File: src/rtl/enm_bullet_pool.sv
// Enemy bullet pool: three bullets per enemy, periodic volleys,
// straight/diagonal motion, player hit detection and bomb clear.
module enm_bullet_pool #(
    parameter int N_ENM       = 4,
    parameter int FIRE_PERIOD = 16,
    parameter int SPD_V       = 10,
    parameter int SPD_D       = 7,
    parameter int X_MIN       = 8,
    parameter int X_MAX       = 432,
    parameter int Y_MAX       = 472,
    localparam int NB         = 3 * N_ENM
) (
    input  logic                  clk22,
    input  logic                  rst,
    input  logic [9:0]            reimux,
    input  logic [9:0]            reimuy,
    input  logic [10*N_ENM-1:0]   enmx,
    input  logic [10*N_ENM-1:0]   enmy,
    input  logic [N_ENM-1:0]      enm_alive,
    input  logic                  bomb,
    output logic [10*NB-1:0]      bul_x,
    output logic [10*NB-1:0]      bul_y,
    output logic [NB-1:0]         bul_act,
    output logic                  shot,
    output logic [7:0]            hit_cnt
);

    typedef enum logic {
        B_IDLE = 1'b0,
        B_FLY  = 1'b1
    } bst_t;

    localparam logic [7:0]         CD_LOAD = 8'(FIRE_PERIOD - 1);
    localparam logic signed [11:0] XMIN_S  = 12'(X_MIN);
    localparam logic signed [11:0] XMAX_S  = 12'(X_MAX);
    localparam logic signed [11:0] YMAX_S  = 12'(Y_MAX);

    bst_t        st    [NB];
    bst_t        st_n  [NB];
    logic [9:0]  px    [NB];
    logic [9:0]  py    [NB];
    logic [9:0]  px_n  [NB];
    logic [9:0]  py_n  [NB];
    logic [7:0]  cd    [N_ENM];
    logic [7:0]  cd_n  [N_ENM];
    logic        fire  [N_ENM];
    logic        hit   [NB];
    logic        oob   [NB];
    logic signed [11:0] nx [NB];
    logic signed [11:0] ny [NB];
    logic        any_hit;
    logic        shot_n;
    logic [7:0]  cnt_n;

    logic [10:0] lo_x, hi_x, lo_y, hi_y;

    // Hit window lower bounds clamp at 0 instead of wrapping.
    always_comb begin
        lo_x = (reimux < 10'd10) ? 11'd0 : ({1'b0, reimux} - 11'd10);
        hi_x = {1'b0, reimux} + 11'd12;
        lo_y = (reimuy < 10'd11) ? 11'd0 : ({1'b0, reimuy} - 11'd11);
        hi_y = {1'b0, reimuy} + 11'd11;
    end

    always_comb begin
        any_hit = 1'b0;
        for (int b = 0; b < NB; b++) begin
            hit[b] = (st[b] == B_FLY) &&
                     ({1'b0, px[b]} > lo_x) && ({1'b0, px[b]} < hi_x) &&
                     ({1'b0, py[b]} > lo_y) && ({1'b0, py[b]} < hi_y);
            any_hit = any_hit | hit[b];
            nx[b] = {2'b00, px[b]};
            ny[b] = {2'b00, py[b]};
            if (b % 3 == 0) begin
                ny[b] = {2'b00, py[b]} + 12'(SPD_V);
            end else if (b % 3 == 1) begin
                nx[b] = {2'b00, px[b]} - 12'(SPD_D);
                ny[b] = {2'b00, py[b]} + 12'(SPD_D);
            end else begin
                nx[b] = {2'b00, px[b]} + 12'(SPD_D);
                ny[b] = {2'b00, py[b]} + 12'(SPD_D);
            end
            oob[b] = (nx[b] < XMIN_S) || (nx[b] > XMAX_S) ||
                     (ny[b] > YMAX_S);
        end
    end

    always_comb begin
        for (int e = 0; e < N_ENM; e++) begin
            fire[e] = (cd[e] == 8'd0) && enm_alive[e];
            cd_n[e] = cd[e];
            if (bomb) begin
                cd_n[e] = CD_LOAD;
            end else if (cd[e] != 8'd0) begin
                cd_n[e] = cd[e] - 8'd1;
            end else if (enm_alive[e]) begin
                cd_n[e] = CD_LOAD;
            end
        end
    end

    always_comb begin
        shot_n = any_hit && !bomb;
        cnt_n  = hit_cnt;
        if (shot_n && hit_cnt != 8'd255) begin
            cnt_n = hit_cnt + 8'd1;
        end
        for (int b = 0; b < NB; b++) begin
            st_n[b] = st[b];
            px_n[b] = px[b];
            py_n[b] = py[b];
            if (bomb) begin
                st_n[b] = B_IDLE;
                px_n[b] = 10'd0;
                py_n[b] = 10'd0;
            end else if (st[b] == B_FLY) begin
                // A hit wins over leaving the field.
                if (hit[b] || oob[b]) begin
                    st_n[b] = B_IDLE;
                    px_n[b] = 10'd0;
                    py_n[b] = 10'd0;
                end else begin
                    px_n[b] = nx[b][9:0];
                    py_n[b] = ny[b][9:0];
                end
            end else if (fire[b / 3]) begin
                st_n[b] = B_FLY;
                px_n[b] = enmx[10*(b/3) +: 10];
                py_n[b] = enmy[10*(b/3) +: 10];
            end
        end
    end

    always_ff @(posedge clk22) begin
        if (rst) begin
            for (int b = 0; b < NB; b++) begin
                st[b] <= B_IDLE;
                px[b] <= 10'd0;
                py[b] <= 10'd0;
            end
            // Staggered countdowns so enemies do not all fire together.
            for (int e = 0; e < N_ENM; e++) begin
                cd[e] <= 8'(e);
            end
            shot    <= 1'b0;
            hit_cnt <= 8'd0;
        end else begin
            for (int b = 0; b < NB; b++) begin
                st[b] <= st_n[b];
                px[b] <= px_n[b];
                py[b] <= py_n[b];
            end
            for (int e = 0; e < N_ENM; e++) begin
                cd[e] <= cd_n[e];
            end
            shot    <= shot_n;
            hit_cnt <= cnt_n;
        end
    end

    for (genvar b = 0; b < NB; b++) begin : g_out
        assign bul_x[10*b +: 10] = px[b];
        assign bul_y[10*b +: 10] = py[b];
        assign bul_act[b]        = (st[b] == B_FLY);
    end

endmodule

File: config.mk
export PLATFORM = sky130hd
export DESIGN_NAME = enm_bullet_pool
export DESIGN_NICKNAME = d
export VERILOG_FILES = /design/src/rtl/enm_bullet_pool.sv
export SDC_FILE = /design/constraint.sdc
export NUM_CORES = 1
export LEC_CHECK = 0
export CORE_MARGIN = 8
export CORE_UTILIZATION = 25
export DETAILED_ROUTE_END_ITERATION = 8
export PLACE_DENSITY = 0.46
export SETUP_SLACK_MARGIN = 0.15
export SYNTH_ARGS = -nofsm -noshare
export SYNTH_HDL_FRONTEND = slang
export SYNTH_SLANG_ARGS = --single-unit
File: constraint.sdc
create_clock -name clk22 -period 19.2 [get_ports clk22]
set_clock_uncertainty 0.15 [all_clocks]
set_input_delay 5.76 -clock clk22 [delete_from_list [all_inputs] [get_ports clk22]]
set_output_delay 5.76 -clock clk22 [all_outputs]
set_load 0.02 [all_outputs]
Word level (Yosys, flattened, before mapping). Memories as Yosys holds them, arrays and structs flattened. Index checks and enable logic that the tools add are counted.

Register bits: 9. Bits in writable memories: 284. Bits of input ports: 107. Output and inout bits: 261. Word-level logic and storage cells: 465. Memories: 4.

Memory list: px (depth 12, width 10, read ports 12, clocked after memory_dff 0, write ports 12, RTL line 40) `logic [9:0] px [NB];`; py (depth 12, width 10, read ports 12, clocked after memory_dff 0, write ports 12, RTL line 41) `logic [9:0] py [NB];`; cd (depth 4, width 8, read ports 4, clocked after memory_dff 0, write ports 4, RTL line 44) `logic [7:0] cd [N_ENM];`; st (depth 12, width 1, read ports 12, clocked after memory_dff 0, write ports 12, RTL line 38) `bst_t st [NB];`.

Add/sub/neg operators: 29. $lt $le $gt $ge: 86. Equality and inequality tests: 1. Mux-type cells: 193. Bitwise operators: 51. Reductions and logical operators: 99.

Operators with widths (count): $mux 10 (120); $gt 10x11->1 (24); $lt 10x11->1 (24); $gt 11x9->1 const B (16); $add 10x3->11 const B (12); $mux 8 (16); $add 10x4->11 const B (6); $lt 10x4->1 const B (6); $mux 1 (55); $logic_and 1x1->1 (54); $or 1x1->1 (51); $gt 11x10->1 const B (4); $lt 11x4->1 const B (4); $lt 11x5->1 const B (4); $sub 10x3->11 const B (4); $gt 10x9->1 const B (4); $logic_or 1x1->1 (36); $logic_not 8->1 (4); $reduce_bool 8->1 (4); $sub 8x1->8 const B (4); $mux 11 (2); $sub 10x4->11 const B (2); $add 8x1->8 const B (1); $ne 8x8->1 const B (1); $logic_not 1->1 (1).

Depth between registers and ports, before layout.
Depth after elaboration: 20. Gate-level depth with buffers: 19. Mapped depth without buffers: 18.

Least setup slack after synthesis. OpenSTA, ideal clock, no wires.

Path kind: input port to flip-flop. Start: input port reimux[1]. End: register hit_cnt[7]. Library setup time: 0.070 ns. Arrival: 9.965 ns. Data required time: 18.980 ns. Setup slack: 9.014 ns. Stages on the path: 18. Buffers on the path: 1. Path through: inv_1 -> ha_1 -> nor2b_1 -> nor3_2 -> nand2_1 -> o21ai_0 -> ha_1 -> nand3_1 -> or3_1 -> o311ai_0 -> nor4_2 -> nand2_1 -> or4_4 -> nand3b_1 -> and4b_4 -> buf_6 -> or4_1 -> a21oi_1.

Word-level cells in the longest chain between the ends: 20. Elaborated cells on any way between the ends: 89. Those cells by class: add/sub (2); order compare (25); mux (1); bitwise (11); reduce/logical (50).

Ends and longest elaborated chain: from (decl) (RTL line 15) `input logic [9:0] reimux,`; $sub 10x4->11 or $lt 10x4->1 (tied branches) (RTL line 59) `lo_x = (reimux < 10'd10) ? 11'd0 : ({1'b0, reimux} - 11'd10);`; $mux 11 (RTL line 59); $gt 10x11->1 (RTL line 69) `({1'b0, px[b]} > lo_x) && ({1'b0, px[b]} < hi_x) &&`; $logic_and 1x1->1 (RTL line 68) `hit[b] = (st[b] == B_FLY) &&`; $logic_and 1x1->1 (2 in series) (RTL line 69); $logic_and 1x1->1 (RTL line 70) `({1'b0, py[b]} > lo_y) && ({1'b0, py[b]} < hi_y);`; $or 1x1->1 (10 in series) (RTL line 71) `any_hit = any_hit | hit[b];`; $or 1x1->1 * (RTL line 71); $logic_and 1x1->1 * (RTL line 103) `shot_n = any_hit && !bomb;`; $logic_and 1x1->1 * (RTL line 105) `if (shot_n && hit_cnt != 8'd255) begin`; to (signal assigned) (RTL line 157) `hit_cnt <= cnt_n;`; to (decl) (RTL line 25) `output logic [7:0] hit_cnt`.

Mark *: on every way between the ends. The rest lies on a longest branch, timed or not. A chain may end at the register's enable or synchronous reset.

Worst setup path after layout.
Start: input port reimux[1]. End: register hit_cnt[5].

Same word-level chain as after synthesis.

==> results.md <==
- Synth Flop Type: dfxtp_1
- First-pass GRT wire length: 195.5 mm
- Synth Area in Adders: between 20 and 25%
- HP Class: reg -> reg
- Critical-path top delay cell: a2111oi_0
- Hold path cells: 2
- Synth top cells by count: ha_1, nor2_1, a21oi_1, dfxtp_1, nand2_1
- Syn nets: 4201
- Post-layout util: a little under a third
- Starting Density: 25.22%
- Via count: 29.77k
- Number of global-route vias before repair: roughly 28k
- Lkg Pwr: between 10 and 15 nW
- Root buf cell: clkbuf_16
- Async set or reset register ratio after synthesis: 0%
- Largest family of logic cells by synthesized area: compound AO/OA/AOI/OAI gates
- Comb power frac: 18.7%
- WL/cell: between 20 and 30 um
- Critical-path maximum fanout: 14
- Pwr/cell area: 50.80 mW/mm2
- Compound-Gate Fraction of Synth Area: between 20% and 30%
- FF-to-FF setup slack: 14.73 ns
- Clock latency on the worst-skew pair: 0.59 ns
- I/O Buffers: 367
- Share of cells above drive strength 1: 4.950%
- Mux contribution to synthesized area: less than 1%
- Critical Path Source Type: input port
- Setup Viol. Count Final: 0
- Tcrit/Tclk final: between 60 and 70%
- Synth top area cells: ha_1, dfxtp_1, a21oi_1
- Max-cap violations: 0
- Crit end category: register
- Number of synthesized flops with an enable pin: 0
- Post-Synth XOR/XNOR Area: 3.259%
- Yosys warns: 0
- Peak Freq: 84.82 MHz
- Clk sink count: between 200 and 300
- Clk buf depth: 3
- GPL Wtd Cong: roughly 0.87
- Final wirelength: about 140 mm
- Clock power frac: 45.4%
- Slew @ Worst Pin: ~1.3 ns
- DRC errors left: 0
- Status: finished clean
- Std-Cell Rows: 122
- Psw: 0.0005709 W
- Total GRT Usage: a little over a fifth
- Die area: 0.1228 mm2
- H-tree levels: 2
- Sequential element share of the synthesized area: 20.99%
- Gr ovfl total: 0
- CTS tree: built
- Seq cells post-synth: 293
- Hold WS: 0.3460 ns
- Final net count: 4499
- Drt initial violations: 2509
- VDD IR max: about 0.000050 V
- Cells after Synth: roughly 3.6k
- Synth top area share: 22.56%
- Cell taking the most area after synthesis: ha_1
- Family with the most delay on the worst path: simple AND/OR/NAND/NOR gates
- WS Path Type: in -> reg
- Cell Int Power: 0.001200 W
- Worst-path clk slew: 0.06 ns
- HPWL Detailed: 102.6 mm
- Total CTS buffers: 43
- Synth Cell Area: 0.02795 mm2
- Largest net degree at the start of global routing: 128
- Sw frac: 32.24%
- Area of the core: 0.1108 mm2
- Crit Reg-Reg Startpoint: py[1][34]$_SDFFE_PP0P_
- RSZ-0062 raised after global routing: no
- I/O Pins: around 370
- Crit path time final: between 10 and 15 ns
- Synth cell types: 82
- Final hold violation count: 0
- Hold Path End: cd[2][6]$_SDFFE_PP0P_
- Final Slew Violations: 0
- Critical path arrival: 12.13 ns
- Router iterations before antenna repair: 6
- Die height: 350.4 um
- Register-to-Register Path Depth: 10
- Top-count cell post-synth: ha_1
- # hold bufs at CTS: 0
- Required @ worst endpoint: 19.54 ns
- Crit-path cells: clkdlybuf4s50_1 > inv_1 > ha_1 > nor2b_1 > nor3_2 > nand3_1 > nand2_1 > ha_1 > a21o_1 > a21o_1 > a211oi_1 > o21ai_0 > o311a_1 > and3_1 > a2111oi_0 > and4b_4 > nor3_1 > mux2_1
- Antenna violations before repair: 11
- Vias/cell: ~5.5
- Hold Crit Start: cd[2][6]$_SDFFE_PP0P_
- TNS Setup: 0 ns
- Die width: 350.4 um
- Crit path buffers/inverters: 2
- Largest stage delay on the critical path: 0.95 ns
- Sequential Power Share: 35.8%
- Slew headroom: 14.78%
- DRT antenna net count: 0
- Gates resized, CTS repair: 0
- Syn_area_per_cell: 7.786 um2
- R2R Path End: hit_cnt[6]$_SDFFE_PP0P_
- Post-synthesis simple-gate area fraction: 21.32%
- Area growth from synthesis to layout: 24.74%
- Setup bufs post-CTS: 0
-- cell families after synthesis --
group	after synthesis
compound gates	1154
mux	23
simple gates	1227
fa+ha+maj	504
buf+inv	285
flops	293
xor+xnor	104
-- cells in the final DEF, fill, tap and decap left out, types with 19 or more instances in the layout --
| cell type | netlist | routed |
|---|---|---|
| a211oi_1 | 55 | 55 |
| a21o_1 | 108 | 108 |
| a21oi_1 | 360 | 359 |
| a221oi_1 | 28 | 28 |
| a22oi_1 | 54 | 54 |
| a31oi_1 | 36 | 36 |
| and3_1 | 38 | 38 |
| buf_4 | 0 | 59 |
| clkbuf_16 | 0 | 43 |
| clkdlybuf4s50_1 | 0 | 367 |
| dfxtp_1 | 293 | 293 |
| ha_1 | 504 | 504 |
| inv_1 | 110 | 110 |
| mux2i_1 | 19 | 19 |
| nand2_1 | 233 | 232 |
| nand2b_1 | 54 | 54 |
| nand3_1 | 127 | 127 |
| nand3b_1 | 23 | 23 |
| nand4_1 | 61 | 61 |
| nor2_1 | 402 | 401 |
| nor2b_1 | 36 | 36 |
| nor3_1 | 116 | 115 |
| nor3b_1 | 19 | 19 |
| nor4_1 | 21 | 21 |
| o2111ai_1 | 20 | 19 |
| o211a_1 | 32 | 32 |
| o211ai_1 | 20 | 20 |
| o21a_1 | 35 | 35 |
| o21ai_0 | 180 | 178 |
| o22a_1 | 25 | 25 |
| o22ai_1 | 57 | 57 |
| o31ai_1 | 21 | 19 |
| or3_1 | 27 | 27 |
| or4_1 | 27 | 27 |
| xnor2_1 | 60 | 54 |
| xor2_1 | 44 | 36 |
-- worst max path at each step --
stage | to | slack [ns] | cells after the start | start
after floorplan | hit_cnt[7]$_SDFFE_PP0P_ | 9.01 | 18 | reimux[1]
after global placement | hit_cnt[5]$_SDFFE_PP0P_ | 7.05 | 18 | reimux[1]
after detailed placement | hit_cnt[6]$_SDFFE_PP0P_ | 6.86 | 18 | reimux[1]
after CTS | hit_cnt[6]$_SDFFE_PP0P_ | 7.49 | 18 | reimux[1]
after global routing | hit_cnt[5]$_SDFFE_PP0P_ | 7.08 | 18 | reimux[1]
final | hit_cnt[5]$_SDFFE_PP0P_ | 7.41 | 18 | reimux[1]
-- through the flow --
stage          instances  worst slack (ns)  area (um2)   power, W
2_1_floorplan       3590             9.014       27950  0.0008198
3_3_place_gp        5331             7.054       33470  0.0009709
3_5_place_dp        5331             6.862       33470  0.0009749
4_1_cts             5407             7.485       34850   0.001787
5_1_grt             5408             7.081       34850   0.001843
6_report            5414             7.411       34860   0.001771
-- per-layer routing --
| metal | routed length, um | vias to the layer above | global-route usage, % |
|---|---|---|---|
| met5 | 27 | - | 0 |
| met3 | 9839 | 223 | 4.270 |
| li1 | - | 14160 | - |
| met4 | 4657 | 4 | 6.713 |
| met1 | 62740 | 14330 | 29.02 |
| met2 | 58450 | 1050 | 32.75 |
-- sequential cells by signal (all words and copies together), names as in the netlist --
register  count
st           12
hit_cnt       8
cd           32
shot          1
px          120
py          120
-- tightest hold or removal path: cells and delay by family, from the launching register on --
kind	cells	cell delay, ns
flops	1	0.33
simple gates	1	0.06
compound gates	1	0.05
-- cell type report --
cell class	count	area (um2)
antenna	7	17.52
clock buffer	54	1187
clock inverter	22	192.7
fill	11800	75960
inverter	111	416.7
multi-input combinational	3012	21190
sequential	293	5866
tap	1488	1862
timing repair buffer	427	4136
-- power groups by stage --
stage	Combinational [W]	Clock (W)	Sequential, W
after floorplan	0.000176	0	0.000644
after global placement	0.000323	0	0.000648
after detailed placement	0.000327	0	0.000648
after CTS	0.000329	0.000824	0.000634
after global routing	0.000362	0.000845	0.000636
final	0.000332	0.000805	0.000635
No activity file was read; power rests on OpenSTA's default activity.
